[src/rtl/spwm_pkg.sv]
// Shared definitions for the sine-PWM half-bridge modulator.
//   leg_state_t : leg FSM encoding (DEAD / UPPER / LOWER)
//   CNT_W       : carrier counter width
//   DT_W        : dead-time timer width
//   PROD_W      : width of the signed comparator products
package spwm_pkg;

  localparam int CNT_W  = 12;
  localparam int DT_W   = 8;
  localparam int PROD_W = 34;

  typedef enum logic [1:0] {
    ST_DEAD  = 2'd0,
    ST_UPPER = 2'd1,
    ST_LOWER = 2'd2
  } leg_state_t;

endpackage

[src/rtl/spwm_deadtime.sv]
// Leg FSM with dead-time insertion for one complementary half-bridge leg.
// Ports:
//   clk_20M, reset_n : clock, synchronous active-low reset
//   desire           : requested switch (1 = upper on, 0 = lower on)
//   blank            : forces DEAD with the timer held at 0
//   gate_hi, gate_lo : registered gate drives, never both 1
//   state            : current FSM state (debug visibility)
// Every switch-over passes through DEAD for exactly DEADTIME cycles. The
// gates are registered from the next state, so they line up with `state`.
module spwm_deadtime
  import spwm_pkg::*;
#(
  parameter int DEADTIME = 40
) (
  input  logic       clk_20M,
  input  logic       reset_n,
  input  logic       desire,
  input  logic       blank,
  output logic       gate_hi,
  output logic       gate_lo,
  output leg_state_t state
);

  localparam logic [DT_W-1:0] DT_LAST = DT_W'(DEADTIME - 1);

  leg_state_t      state_q;
  leg_state_t      state_next;
  logic [DT_W-1:0] timer_q;
  logic [DT_W-1:0] timer_next;

  always_ff @(posedge clk_20M) begin
    if (!reset_n) begin
      state_q <= ST_DEAD;
      timer_q <= '0;
      gate_hi <= 1'b0;
      gate_lo <= 1'b0;
    end else begin
      state_q <= state_next;
      timer_q <= timer_next;
      gate_hi <= (state_next == ST_UPPER);
      gate_lo <= (state_next == ST_LOWER);
    end
  end

  // Timer only runs in DEAD; desire changes inside DEAD do not restart it,
  // and the exit direction is taken from desire at expiry.
  always_comb begin
    state_next = state_q;
    timer_next = '0;
    if (blank) begin
      state_next = ST_DEAD;
      timer_next = '0;
    end else begin
      case (state_q)
        ST_DEAD: begin
          if (timer_q == DT_LAST) begin
            state_next = desire ? ST_UPPER : ST_LOWER;
          end else begin
            timer_next = timer_q + 1'b1;
          end
        end
        ST_UPPER: if (!desire) state_next = ST_DEAD;
        ST_LOWER: if (desire)  state_next = ST_DEAD;
        default:  state_next = ST_DEAD;
      endcase
    end
  end

  assign state = state_q;

endmodule

[src/rtl/spwm_modulator.sv]
// Sine-PWM modulator for one half-bridge leg.
// Compares the sampled reference against a symmetric triangular carrier,
// normalised by the sampled DC-bus voltage, and drives the leg through the
// dead-time FSM with pwm_en / fault blanking.
// Ports:
//   clk_20M, reset_n : 20 MHz clock, synchronous active-low reset
//   pwm_en           : enable; low forces both gates off
//   ref_in           : signed target leg voltage (same units as udc_in)
//   udc_in           : unsigned DC-bus voltage
//   fault_n          : asynchronous active-low fault, synchronised here
//   fault_clr        : trip clear pulse (latching build only)
//   gate_hi, gate_lo : upper / lower gate drives
//   carrier_sync     : high while carrier count = 0 (valley)
//   carrier_cnt      : current carrier count
//   tripped          : fault blanking active
// Build option: define SPWM_FAULT_LATCH_EN to latch faults until fault_clr.
// Timing: ref_in/udc_in are sampled on the valley edge and held for the
// whole carrier period; carrier_sync marks the cycle in which sampling
// happens at its closing edge.
module spwm_modulator
  import spwm_pkg::*;
#(
  parameter int CARRIER_PEAK = 1000,
  parameter int DEADTIME     = 40
) (
  input  logic                    clk_20M,
  input  logic                    reset_n,
  input  logic                    pwm_en,
  input  logic signed [15:0]      ref_in,
  input  logic        [15:0]      udc_in,
  input  logic                    fault_n,
  input  logic                    fault_clr,
  output logic                    gate_hi,
  output logic                    gate_lo,
  output logic                    carrier_sync,
  output logic        [CNT_W-1:0] carrier_cnt,
  output logic                    tripped
);

  localparam logic [CNT_W-1:0]         PEAK_C  = CNT_W'(CARRIER_PEAK);
  localparam logic [CNT_W-1:0]         PEAK_M1 = CNT_W'(CARRIER_PEAK - 1);
  localparam logic signed [PROD_W-1:0] PEAK_X  = PROD_W'(CARRIER_PEAK);

  // ---------------- carrier ----------------
  logic [CNT_W-1:0] cnt_q;
  logic             dir_up;

  always_ff @(posedge clk_20M) begin
    if (!reset_n) begin
      cnt_q  <= '0;
      dir_up <= 1'b1;
    end else if (dir_up) begin
      cnt_q <= cnt_q + 1'b1;
      if (cnt_q == PEAK_M1) dir_up <= 1'b0;
    end else begin
      cnt_q <= cnt_q - 1'b1;
      if (cnt_q == CNT_W'(1)) dir_up <= 1'b1;
    end
  end

  // Gated by reset_n so the pulse is 0 while in reset and appears on the
  // first running cycle.
  assign carrier_sync = reset_n & (cnt_q == '0);
  assign carrier_cnt  = cnt_q;

  // ---------------- reference sampling ----------------
  logic signed [15:0] ref_l;
  logic        [15:0] udc_l;

  always_ff @(posedge clk_20M) begin
    if (!reset_n) begin
      ref_l <= '0;
      udc_l <= '0;
    end else if (cnt_q == '0) begin
      ref_l <= ref_in;
      udc_l <= udc_in;
    end
  end

  // ---------------- comparator ----------------
  // Desire HIGH iff ref/(udc/2) > c_s/PEAK, cross-multiplied to stay in
  // integers: 2*ref*PEAK > (2*count - PEAK)*udc.
  logic signed [PROD_W-1:0] ref_x;
  logic signed [PROD_W-1:0] udc_x;
  logic signed [PROD_W-1:0] two_ref;
  logic signed [PROD_W-1:0] cs_x;
  logic signed [PROD_W-1:0] lhs;
  logic signed [PROD_W-1:0] rhs;
  logic                     desire_c;
  logic                     desire_q;

  always_comb begin
    ref_x   = {{(PROD_W-16){ref_l[15]}}, ref_l};
    udc_x   = {{(PROD_W-16){1'b0}}, udc_l};
    two_ref = ref_x + ref_x;
    cs_x    = {{(PROD_W-CNT_W-1){1'b0}}, cnt_q, 1'b0} - PEAK_X;
    lhs     = two_ref * PEAK_X;
    rhs     = cs_x * udc_x;
    desire_c = 1'b0;
    if (udc_l == '0) begin
      desire_c = 1'b0;
    end else if (two_ref >= udc_x) begin
      desire_c = 1'b1;
    end else if (-two_ref >= udc_x) begin
      desire_c = 1'b0;
    end else begin
      desire_c = (lhs > rhs);
    end
  end

  always_ff @(posedge clk_20M) begin
    if (!reset_n) desire_q <= 1'b0;
    else          desire_q <= desire_c;
  end

  // ---------------- fault path ----------------
  // Synchroniser idles high so a reset does not look like a fault.
  logic fault_s1;
  logic fault_s2;

  always_ff @(posedge clk_20M) begin
    if (!reset_n) begin
      fault_s1 <= 1'b1;
      fault_s2 <= 1'b1;
    end else begin
      fault_s1 <= fault_n;
      fault_s2 <= fault_s1;
    end
  end

`ifdef SPWM_FAULT_LATCH_EN
  logic trip_q;

  // Set has priority, so a clear while the fault is still present is ignored.
  always_ff @(posedge clk_20M) begin
    if (!reset_n)       trip_q <= 1'b0;
    else if (!fault_s2) trip_q <= 1'b1;
    else if (fault_clr) trip_q <= 1'b0;
  end

  assign tripped = trip_q | ~fault_s2;
`else
  logic unused_fault_clr;
  assign unused_fault_clr = fault_clr;
  assign tripped = ~fault_s2;
`endif

  // ---------------- leg FSM ----------------
  logic       blank;
  leg_state_t leg_state;

  assign blank = ~pwm_en | tripped;

  spwm_deadtime #(
    .DEADTIME(DEADTIME)
  ) u_deadtime (
    .clk_20M(clk_20M),
    .reset_n(reset_n),
    .desire (desire_q),
    .blank  (blank),
    .gate_hi(gate_hi),
    .gate_lo(gate_lo),
    .state  (leg_state)
  );

  a_gates_follow_state: assert property (@(posedge clk_20M)
    (gate_hi == (leg_state == ST_UPPER)) && (gate_lo == (leg_state == ST_LOWER)));

  a_no_shoot_through: assert property (@(posedge clk_20M) !(gate_hi && gate_lo));

endmodule
[config.mk]
export PLATFORM = sky130hd
export DESIGN_NAME = spwm_modulator
export DESIGN_NICKNAME = d
export VERILOG_FILES = /design/src/rtl/spwm_pkg.sv /design/src/rtl/spwm_deadtime.sv /design/src/rtl/spwm_modulator.sv
export SDC_FILE = /design/constraint.sdc
export NUM_CORES = 1
export LEC_CHECK = 0
export BUFFER_PORTS_ARGS = -buffer_cell sky130_fd_sc_hd__buf_2
export CORE_MARGIN = 3
export CORE_UTILIZATION = 45
export CTS_CLUSTER_DIAMETER = 200
export DETAILED_ROUTE_END_ITERATION = 16
export MAX_ROUTING_LAYER = met4
export PLACE_DENSITY = 0.61
export SETUP_SLACK_MARGIN = 0.5
export SLEW_MARGIN = 25
export SYNTH_ARGS = -nofsm -noshare
export SYNTH_HDL_FRONTEND = slang
export SYNTH_HIERARCHICAL = 1
export SYNTH_SLANG_ARGS = --single-unit
export TNS_END_PERCENT = 100
[constraint.sdc]
create_clock -name clk_20M -period 15.8 [get_ports clk_20M]
set_input_delay 3.16 -clock clk_20M [delete_from_list [all_inputs] [get_ports clk_20M]]
set_output_delay 3.16 -clock clk_20M [all_outputs]
set_load 0.005 [all_outputs]
**After elaboration in Yosys (flattened, before gate mapping)**

Cells that the tools add are included.

- Bits in registers: 60
- Bits in latches: 0
- Memory bits (writable): 0
- ROM bits: 0
- Bits of input ports: 37
- Output and inout port bits: 16
- Memories: 0

- Add/subtract/negate cells: 6
- Multipliers: 2
- Divide/modulo/power cells: 0
- $lt $le $gt $ge: 3
- Equality and inequality tests: 7
- Shift operators: 0
- Mux-type cells: 12
- Bitwise operators: 6
- Reductions and logical operators: 5

Operators with widths:

| cell | count |
|---|---|
| $ge A34 B17 Y1 | 1 |
| $neg A17 Y34 | 1 |
| $gt A28 B31 Y1 | 1 |
| $mul A14 B17 Y31 | 1 |
| $mul A17 B8 Y25 const B | 1 |
| $add A16 B16 Y17 | 1 |
| $ge A17 B17 Y1 | 1 |
| $logic_not A16 Y1 | 1 |
| $sub A13 B10 Y14 const B | 1 |
| $add A12 B1 Y12 const B | 1 |
| $eq A12 B1 Y1 const B | 1 |
| $eq A12 B10 Y1 const B | 1 |
| $logic_not A12 Y1 | 1 |
| $mux W12 | 1 |
| $sub A12 B1 Y12 const B | 1 |
| $mux W2 | 5 |
| $add A8 B1 Y8 const B | 1 |
| $eq A8 B6 Y1 const B | 1 |
| $pmux W2 S3 | 1 |
| $mux W1 | 5 |
| $eq A2 B1 Y1 const B | 2 |
| $eq A2 B2 Y1 const B | 2 |
| $not A1 Y1 | 4 |
| $reduce_or A4 Y1 | 1 |
| 4 further kinds | 4 |

**Logic depth before layout (Yosys ltp)**

Gate-level depths: netlist of the first run.

- Depth after elaboration: 5
- Depth in mapped cells: 35
- Depth with buffers taken out: 33

**Hierarchy**

The synthesis of the first run kept the hierarchy.

Modules (own cells, without submodules):

| module | times used | cells an instance | area each (um^2) | seq. area each (um^2) |
|---|---|---|---|---|
| spwm_modulator | 1 | 1506 | 13429.1 | 960.9 |
| spwm_deadtime | 1 | 48 | 501.7 | 240.2 |

**Least setup slack after synthesis of the first run**

OpenSTA, ideal clock, no wires.

- Kind: register to register
- Start point: reg cnt_q[2], in the netlist carrier_cnt[2]
- End point: reg desire_q
- Library setup time: 0.092 ns
- Arrival time: 8.090 ns
- Data required time: 15.708 ns
- Slack: 7.618 ns
- Stages on the path, launching flop included: 32
- Buffers on the path: 2
- Path through: dfxtp_1 inv_1 clkbuf_1 ha_1 nor2b_1 nand2_1 xnor2_1 clkbuf_1 nand2_1 fa_1 inv_1 fa_1 fa_1 fa_1 fa_1 fa_1 ha_1 nand2_1 o21ai_0 or3b_1 o21ai_2 o21ai_2 o31ai_4 mux2i_1 a221o_1 ha_1 nand4_1 nor4_1 a21oi_1 o31ai_1 nand4_1 o32ai_1

- Word-level cells in the longest chain between the ends: 5

RTL lines:

| item | RTL line | RTL |
|---|---|---|
| start: declaration | spwm_modulator.sv:45 | `logic [CNT_W-1:0] cnt_q;` |
| start signal: assignment | spwm_modulator.sv:53 | `cnt_q <= cnt_q + 1'b1;` |
| start signal: assignment | spwm_modulator.sv:56 | `cnt_q <= cnt_q - 1'b1;` |
| $sub A13 B10 Y14 | spwm_modulator.sv:96 | `cs_x = {{(PROD_W-CNT_W-1){1'b0}}, cnt_q, 1'b0} - PEAK_X;` |
| $mul A14 B17 Y31 | spwm_modulator.sv:98 | `rhs = cs_x * udc_x;` |
| $gt A28 B31 Y1 | spwm_modulator.sv:107 | `desire_c = (lhs > rhs);` |
| $mux W1 | spwm_modulator.sv:104 | `end else if (-two_ref >= udc_x) begin` |
| $mux W1 | spwm_modulator.sv:102 | `end else if (two_ref >= udc_x) begin` |
| end signal: assignment | spwm_modulator.sv:113 | `else desire_q <= desire_c;` |
| end: declaration | spwm_modulator.sv:90 | `logic desire_q;` |

No other way between the ends.
A chain may end at the register's enable or synchronous reset.

**Worst setup path after layout of the first run**

Same ends and word-level chain as after synthesis.

==> results.md, run 1 <==
* Status: finished clean
* Initial antenna violation count at 0
* Worst hold path stage count at 1
* Worst-path clk slew at ~0.06 ns
* Worst-Margin Slew at slightly above 1 ns
* Clock Latency Late Sink at 0.35 ns
* Syn_nets at around 2000
* DRT iter0 DRCs at between 500 and 600
* Root Buffer: clkbuf_16
* Vias per cell at roughly 5.3
* Port Buffers at about 50
* Synthesized cell area at between 0.01 and 0.015 sq mm
* CTS sink cnt at 60
* Ports at 53
* Power per standard cell area at 138 mW/mm^2
* Layout cells sized above 1 at 6.15%
* Netlist cell types at 66
* DP HPWL at 26200 um
* Cell taking the most area after synthesis: fa_1
* Multiplexer share of the synthesized area at less than 1%
* Deepest clock path buffer count at 2
* Clk_skew at 0.00835 ns
* Placer Congestion at 0.869
* Footprint of the multi-input gates at around 0.012 sq mm
* Setup TNS at 0 ns
* Arr. time, crit path at between 10 and 15 ns
* Wire per inst at between 15 and 20 um
* Die X at approximately 180 um
* Resize count post-CTS at 0
* N_diodes at 0
* Nets at just over 2000
* Data required time of the worst path at approximately 16 ns
* CP Launch Type: register
* Yosys reg bits at 60
* Total vias in the final route at about 10000
* Fillcell total at 2883
* Area added between synthesis and finish at 6.71%
* Slowest CP cell: xnor2_2
* Final Critical Period at 10.10 ns
* Post-Syn Area per Cell at roughly 9 sq um
* Largest net degree at the start of global routing at 53
* XOR/XNOR Fraction of Synth Area at under 10%
* YS warnings at 6
* Hold WC Path Type: reg2reg
* CP endpoint kind: register
* First-pass GRT wire length at roughly 56000 um
* Total wire length at roughly 33000 um
* Register area share after synthesis at between 8 and 9%
* Vias in the first global route at between 10000 and 15000
* Max Clock Freq at about 100 MHz
* Die height at 182 um
* DR pass1 iterations at 6
* Adder-cell share of the synthesized area at a little over half
* Row cnt at between 60 and 70
* Die Area at roughly 0.033 sq mm
* RSZ-0062 raised after global routing: no
* Worst path most repeated cell: fa_1
* Worst reg-to-reg path cell count at 29
* LEAKAGE at ~7.5 nW
* Setup violators final at 0
* Fin cells at about 2000
* Cells after synthesis at around 1600
* FF+latch area at around 0.0012 sq mm
* Post-CTS Hold Fix Bufs at 0
* Fin. Hold Viols at 0
* Top cell type's share of synthesized area at just over 30%
* Top cells by area, synth: fa_1 31%, ha_1 22%, dfxtp_1 8.6%
* Asr flop ratio synth at 0%
* Max_cap viols at 0
* CP max FO at 16
* CTS tree: done
* Post-synthesis compound-gate area fraction at 10.0%
* Initial Util at ~46%
* Synth Area in Simple Gates at 15.8%
* # H-tree levels at 3
* Tot GR Track Use at ~22%
* Max incr delay on CP at ~0.77 ns
* DP Cell Count at a little under 2000
* CP Class: reg2reg
* CTS buffer count at 9
* Most common library cells after synthesis: 246 x ha_1, 238 x inv_1, 218 x nand2_1, 213 x fa_1, 74 x nor2_1
* Gr ovfl total at 0
* Post-DRT Antenna Nets at 0
* Setup Buffers After CTS at 0
* Total core area at about 0.030 sq mm
* Most frequent cell after synthesis: ha_1
* DRC at 0
* Main combinational cell family by area after synthesis: adder cells
* Max IR drop VDD at 0.105 mV
* Number of flops mapped to enable cells by yosys at 0
* Headroom to the max-slew limit at 31.0%
* Crit share post-route at a little under two thirds
* Final Max Tran Viols at 0
* Primary FF master, synth: dfxtp_1
## final cells by class
| type | count | share of cell area, % |
|---|---|---|
| multi-input combinational | 1206 | 78.6 |
| sequential | 60 | 8.08 |
| inverter | 239 | 6.03 |
| tap | 390 | 3.28 |
| timing repair buffer | 56 | 1.97 |
| clock buffer | 9 | 1.52 |
| clock inverter | 7 | 0.505 |
## metal layers
layer	track usage [%]	vias to the layer above	share of wire [%]
li1	-	5068	-
met1	28.6	5134	45
met2	36.1	194	48
met3	2.40	28	4.6
met4	5.18	0	1.8
met5	-	-	0
## worst max-delay path, delay by kind of cell (launching register included)
| family | cells | cell delay, ns |
|---|---|---|
| buffers and inverters | 2 | 0.54 |
| AND/OR/NAND/NOR | 8 | 1.70 |
| AO/OA/AOI/OAI | 8 | 1.91 |
| flip-flops | 1 | 0.68 |
| XOR/XNOR | 1 | 0.77 |
| multiplexers | 1 | 0.13 |
| adder cells (fa/ha/maj) | 9 | 4.19 |
## sequential cells by signal, indices dropped and copies added, names as in the netlist
name                cells
u_deadtime/gate_lo      1
fault_s1                1
udc_l                  16
dir_up                  1
desire_q                1
u_deadtime/gate_hi      1
carrier_cnt            12
u_deadtime/state        2
u_deadtime/timer_q      8
ref_l                  16
fault_s2                1
## report_power, final
group          internal [mW]  switching [mW]
Clock                  0.123          0.0872
Sequential             0.161          0.0383
Combinational          0.728           0.919
Total                   1.01            1.04
## placed cells by master (no fill, tap or decap), drive strengths merged, types with 11 or more instances in the layout
cell type / instances
a21o: 26
nor2: 79
dfxtp: 60
nor3: 12
and3: 11
ha: 246
nor2b: 11
nor4: 13
buf: 56
a21oi: 47
a21boi: 33
inv: 241
xnor2: 54
nand2: 218
nand3: 13
nand4: 17
fa: 213
o21ai: 35
xor2: 26
nand2b: 26
and2: 39
## per-stage QoR
step / hold WS (ns) / area [sq um] / util, % / setup slack (ns) / total power [mW]
2_1_floorplan: 0.386 / 13900 / - / 7.62 / 1.48
5_1_grt: 0.428 / 14900 / 49.4 / 5.03 / 2.34
4_1_cts: 0.412 / 14900 / 49.4 / 5.70 / 2.08
3_5_place_dp: 0.396 / 14600 / 48.4 / 5.77 / 1.85
3_3_place_gp: 0.389 / 14600 / 48.4 / 5.80 / 1.82
6_report: 0.408 / 14900 / 49.4 / 5.70 / 2.06
## worst paths after layout
kind / start / end / slack (ns)
max: carrier_cnt[2] / desire_q / 5.70
min: fault_s1 / fault_s2 / 0.41
max reg2reg: carrier_cnt[2] / desire_q / 5.70
min reg2reg: fault_s1 / fault_s2 / 0.41
## kinds of logic (layout without fill, tap and decap cells)
logic type | Yosys count | in the layout
AO/OA/AOI/OAI | 202 | 202
XOR/XNOR | 80 | 80
adder cells (fa/ha/maj) | 459 | 459
buffers and inverters | 288 | 311
flip-flops | 60 | 60
multiplexers | 1 | 1
AND/OR/NAND/NOR | 464 | 464
No activity file was read; power rests on OpenSTA's default activity.
==> inputs of run 2 (changes only) <==
==> constraint.sdc (replaced) <==
create_clock -name clk_20M -period 9.61 [get_ports clk_20M]
set_input_delay 1.922 -clock clk_20M [delete_from_list [all_inputs] [get_ports clk_20M]]
set_output_delay 1.922 -clock clk_20M [all_outputs]
set_load 0.005 [all_outputs]
==> results.md, run 2 (synthesis results as in run 1) <==
* Status: finished clean
* Vias per cell at approximately 5.3
* Ports at between 50 and 60
* Arr. time, crit path at about 9 ns
* Total wire length at 33500 um
* Clk_skew at between 0.015 and 0.02 ns
* Worst path most repeated cell: fa_1
* CP bufs+invs at 2
* Die X at ~180 um
* Largest net degree at the start of global routing at 53
* DR pass1 iterations at 5
* Max incr delay on CP at ~0.54 ns
* Logic pwr share at around four fifths
* Largest delay share family, worst path: adder cells
* CP Launch Type: register
* First-pass GRT wire length at about 56000 um
* DRC at 0
* Fin area at between 0.01 and 0.015 sq mm
* RSZ-0062 raised after global routing: no
* CP endpoint kind: register
* Hold WS at around 0.41 ns
* Dpl cell area at between 0.01 and 0.015 sq mm
* Clock Latency Late Sink at between 0.3 and 0.4 ns
* Initial antenna violation count at 0
* Reg2reg start: carrier_cnt[5]
* Setup violators final at 0
* DP Cell Count at ~2000
* Root Buffer: clkbuf_16
* Final worst slack at approximately 1.1 ns
* Die Area at around 0.033 sq mm
* Min-Delay Endpoint: fault_s2
* Wire per inst at approximately 17 um
* Post-CTS Hold Fix Bufs at 0
* Slowest CP cell: fa_1
* NetSw at approximately 1.7 mW
* Deepest clock path buffer count at 2
* Hold WC Path Type: reg2reg
* Fin cells at 1981
* Worst Min Path Start: fault_s1
* Power Internal at roughly 1.7 mW
* DP Worst Slack at about 0.56 ns
* CTS sink cnt at 60
* Vias in the first global route at about 11000
* Seq pwr share at approximately a tenth
* Worst hold path stage count at 1
* Data required time of the worst path at between 9 and 10 ns
* Initial Util at around 46%
* Register-to-Register Setup Slack at roughly 1.1 ns
* Gr ovfl total at 0
* Max_cap viols at 0
* CTS tree: done
* Crit share post-route at 89.0%
* Worst reg-to-reg path cell count at 30
* Post-DRT Antenna Nets at 0
* LEAKAGE at ~7.5 nW
* Row cnt at 63
* Layout cells sized above 1 at under 10%
* Worst-path clk slew at ~0.070 ns
* Headroom to the max-slew limit at 39.8%
* # H-tree levels at 3
* Commonest non-fill, non-tap cell in the layout: ha_1
* Total vias in the final route at approximately 11000
* Clk pwr share at about a tenth
* Max Clock Freq at between 100 and 150 MHz
* Final Max Tran Viols at 0
* Power Total at roughly 3.4 mW
* Area added between synthesis and finish at 7.45%
* Total core area at approximately 0.030 sq mm
* DRT iter0 DRCs at around 550
* Fin. Hold Viols at 0
* Setup TNS at 0 ns
* CTS buffer count at 9
* Placer Congestion at about 0.86
* Reg-to-reg endpoint: desire_q
* DP HPWL at between 20000 and 30000 um
* Tot GR Track Use at around 22%
* Switching part of the total at 51.0%
* Fin util at about half
* Power per standard cell area at ~230 mW/mm^2
* Port Buffers at 51
* Die height at between 150 and 200 um
* Crit path depth at 30
* Worst-Margin Slew at between 0.9 and 1 ns
* CP Class: reg2reg
* Most frequent cells in the layout: 246 x ha_1, 238 x inv_1, 217 x nand2_1
* Final Critical Period at around 8.6 ns
* Nets at between 2000 and 2500
* Max IR drop VDD at roughly 0.18 mV
* CP max FO at 10
* N_diodes at 0
-- run 2: layout make-up --
cell class,instances,area (sq um)
Sequential cell,60,1200
Timing Repair Buffer,70,398
Fill cell,2863,15100
Clock inverter,7,76.3
Multi-Input combinational cell,1206,11700
Inverter,239,897
Clock buffer,9,225
Tap cell,390,488
-- run 2: power groups by stage --
stage                     Combinational, mW  Clock, mW  Sequential, mW
after floorplan                        2.14          0           0.294
after global placement                 2.66          0           0.333
after detailed placement               2.71          0           0.333
after CTS                              2.74      0.351           0.327
after global routing                   3.17      0.362           0.331
final                                  2.73      0.343           0.327
-- run 2: worst max-delay path by stage --
stage	end	from
3_3_place_gp	desire_q	carrier_cnt[3]
5_1_grt	desire_q	carrier_cnt[5]
6_report	desire_q	carrier_cnt[5]
2_1_floorplan	desire_q	carrier_cnt[2]
4_1_cts	desire_q	carrier_cnt[3]
3_5_place_dp	desire_q	carrier_cnt[3]
-- run 2: layer usage --
metal / wire length (um) / up-vias / part of all wire [%] / global-route usage (%)
li1: - / 5092 / - / -
met1: 15100 / 5197 / 45 / 28.3
met2: 16100 / 188 / 48 / 36.2
met3: 1300 / 47 / 3.9 / 1.74
met4: 933 / 0 / 2.8 / 6.40
met5: 0 / - / 0 / -
-- run 2: timing repair --
action / 4_1_cts / 5_1_grt
pin swaps: 0 / 1
buffers inserted: 0 / 2
gates resized for setup: 1 / 5
setup endpoints to repair: 1 / 1
==> inputs of run 3 (changes only) <==
--- a/config.mk
+++ b/config.mk
@@ -5,7 +5,7 @@
 export SDC_FILE = /design/constraint.sdc
 export NUM_CORES = 1
 export LEC_CHECK = 0
-export BUFFER_PORTS_ARGS = -buffer_cell sky130_fd_sc_hd__buf_2
+export BUFFER_PORTS_ARGS = -buffer_cell sky130_fd_sc_hd__buf_4
 export CORE_MARGIN = 3
 export CORE_UTILIZATION = 45
 export CTS_CLUSTER_DIAMETER = 200
==> constraint.sdc (replaced) <==
create_clock -name clk_20M -period 10.99 [get_ports clk_20M]
set_input_delay 2.198 -clock clk_20M [delete_from_list [all_inputs] [get_ports clk_20M]]
set_output_delay 2.198 -clock clk_20M [all_outputs]
set_load 0.005 [all_outputs]
==> results.md, run 3 (synthesis results as in run 1) <==
* # H-tree levels at 3
* First-pass GRT wire length at roughly 57000 um
* Resize count post-CTS at 0
* Max_cap viols at 0
* Most frequent cells in the layout: 246 x ha_1, 238 x inv_1, 218 x nand2_1
* WL met1 at between 15000 and 20000 um
* Initial antenna violation count at 0
* Initial Util at around 46%
* Vias in the first global route at about 11000
* Final Max Tran Viols at 0
* RSZ-0062 raised after global routing: no
* DR top layer: met4
* Max IR drop VDD at around 0.16 mV
* Wire per inst at roughly 17 um
* Min-Delay Endpoint: fault_s2
* Reg2reg start: carrier_cnt[2]
* LEAKAGE at about 7.5 nW
* Area added between synthesis and finish at 7.63%
* Headroom to the max-slew limit at 32.6%
* Dpl cell area at 0.0147 sq mm
* Logic pwr share at approximately four fifths
* Gr ovfl total at 0
* Worst reg-to-reg path cell count at 30
* Slowest CP cell: xnor2_1
* CP Class: reg2reg
* Worst-path clk slew at 0.06 ns
* Routed wl met3 at between 1000 and 1500 um
* Total wire length at around 33000 um
* Fin cells at 1967
* DR WL met2 at roughly 15000 um
* Fin. Hold Viols at 0
* Power per standard cell area at approximately 200 mW/mm^2
* Reg-to-reg endpoint: desire_q
* N_diodes at 0
* Data required time of the worst path at 11.23 ns
* Switching part of the total at roughly 51%
* DP Cell Count at around 2000
* Deepest clock path buffer count at 2
* Fillcell total at around 3000
* Power Internal at ~1.5 mW
* Setup TNS at 0 ns
* Placer Congestion at ~0.86
* CTS tree: done
* Hold WC Path Type: reg2reg
* DP HPWL at between 20000 and 30000 um
* Post-CTS Hold Fix Bufs at 0
* Clk pwr share at between 10% and 20%
* Port Buffers at 51
* Critical Path Start: carrier_cnt[2]
* Post-DRT Antenna Nets at 0
* Setup Buffers After CTS at 0
* CTS sink cnt at 60
* Commonest non-fill, non-tap cell in the layout: ha_1
* Die Area at 0.0331 sq mm
* Register-to-Register Setup Slack at roughly 1.3 ns
* DRT iter0 DRCs at between 400 and 500
* Nets at just over 2000
* Setup violators final at 0
* Tot GR Track Use at 21.8%
* Vias per cell at 5.32
* CP endpoint kind: register
* Arr. time, crit path at about 10 ns
* DR pass1 iterations at 5
* Crit share post-route at 88.3%
* Max Clock Freq at 103 MHz
* Hold WS at roughly 0.41 ns
* Total core area at 0.0301 sq mm
* Seq pwr share at between 9 and 10%
* Clock Latency Late Sink at between 0.3 and 0.4 ns
* Root Buffer: clkbuf_16
* Worst-Margin Slew at 1.01 ns
* Worst path most repeated cell: fa_1
* Layout cells sized above 1 at a little over 6%
* CTS buffer count at 9
* CP Launch Type: register
* DRC at 0
* Worst hold path stage count at 1
* Fin area at ~0.015 sq mm
* Die X at 182 um
* Max incr delay on CP at 0.73 ns
* Row cnt at 63
* Largest net degree at the start of global routing at 53
* Power Total at 2.98 mW
* Die height at approximately 180 um
* Status: finished clean
* Total vias in the final route at roughly 10000
* CP max FO at 16
* Worst Min Path Start: fault_s1
* Final Critical Period at 9.71 ns
* NetSw at 1.52 mW
* Clk_skew at between 0.01 and 0.015 ns
* Ports at 53
[run 3: changes by cell type in the layout (fill, tap and decap cells not counted), moves of 2 or more]
| cell | before | now |
|---|---|---|
| buf_2 | 51 | 0 |
| xnor2_1 | 53 | 50 |
| xnor2_2 | 0 | 4 |
| clkinvlp_4 | 2 | 0 |
| buf_4 | 19 | 56 |
[run 3: power groups by stage]
stage | sequential, mW | clock [mW] | combinational (mW)
floorplan | 0.257 | 0 | 1.87
global placement | 0.293 | 0 | 2.33
detailed placement | 0.293 | 0 | 2.37
CTS | 0.289 | 0.312 | 2.40
global route | 0.293 | 0.320 | 2.77
finish | 0.289 | 0.305 | 2.39
[run 3: worst max-delay path, delay by kind of cell (launching register included)]
family          cells  cell delay [ns]
xor+xnor            2             0.83
flops               1             0.65
compound gates      8             1.86
simple gates        8             1.64
fa+ha+maj           9             4.03
buf+inv             3             0.58
[run 3: area by class of cell]
type                       instances  area [sq um]  area share, %
multi-input combinational       1206         11700           77.9
sequential                        60          1200           8.01
inverter                         239           897           5.98
tap                              390           488           3.25
timing repair buffer              56           420           2.80
clock buffer                       9           225           1.50
clock inverter                     7          75.1          0.501
[run 3: worst max path at each step]
stage	endpoint
after floorplan	desire_q
after CTS	desire_q
after global routing	desire_q
after global placement	desire_q
final	desire_q
after detailed placement	desire_q
[run 3: metal layers]
layer | vias up | GRT usage, %
li1 | 5065 | -
met1 | 5187 | 29.5
met2 | 177 | 35.2
met3 | 32 | 1.68
met4 | 0 | 6.46
met5 | - | -
[run 3: stage by stage]
stage,util (%),worst slack [ns]
6_report,49.8,1.28
3_3_place_gp,48.8,1.48
4_1_cts,49.8,1.36
2_1_floorplan,-,2.81
3_5_place_dp,48.8,1.44
5_1_grt,49.8,0.598
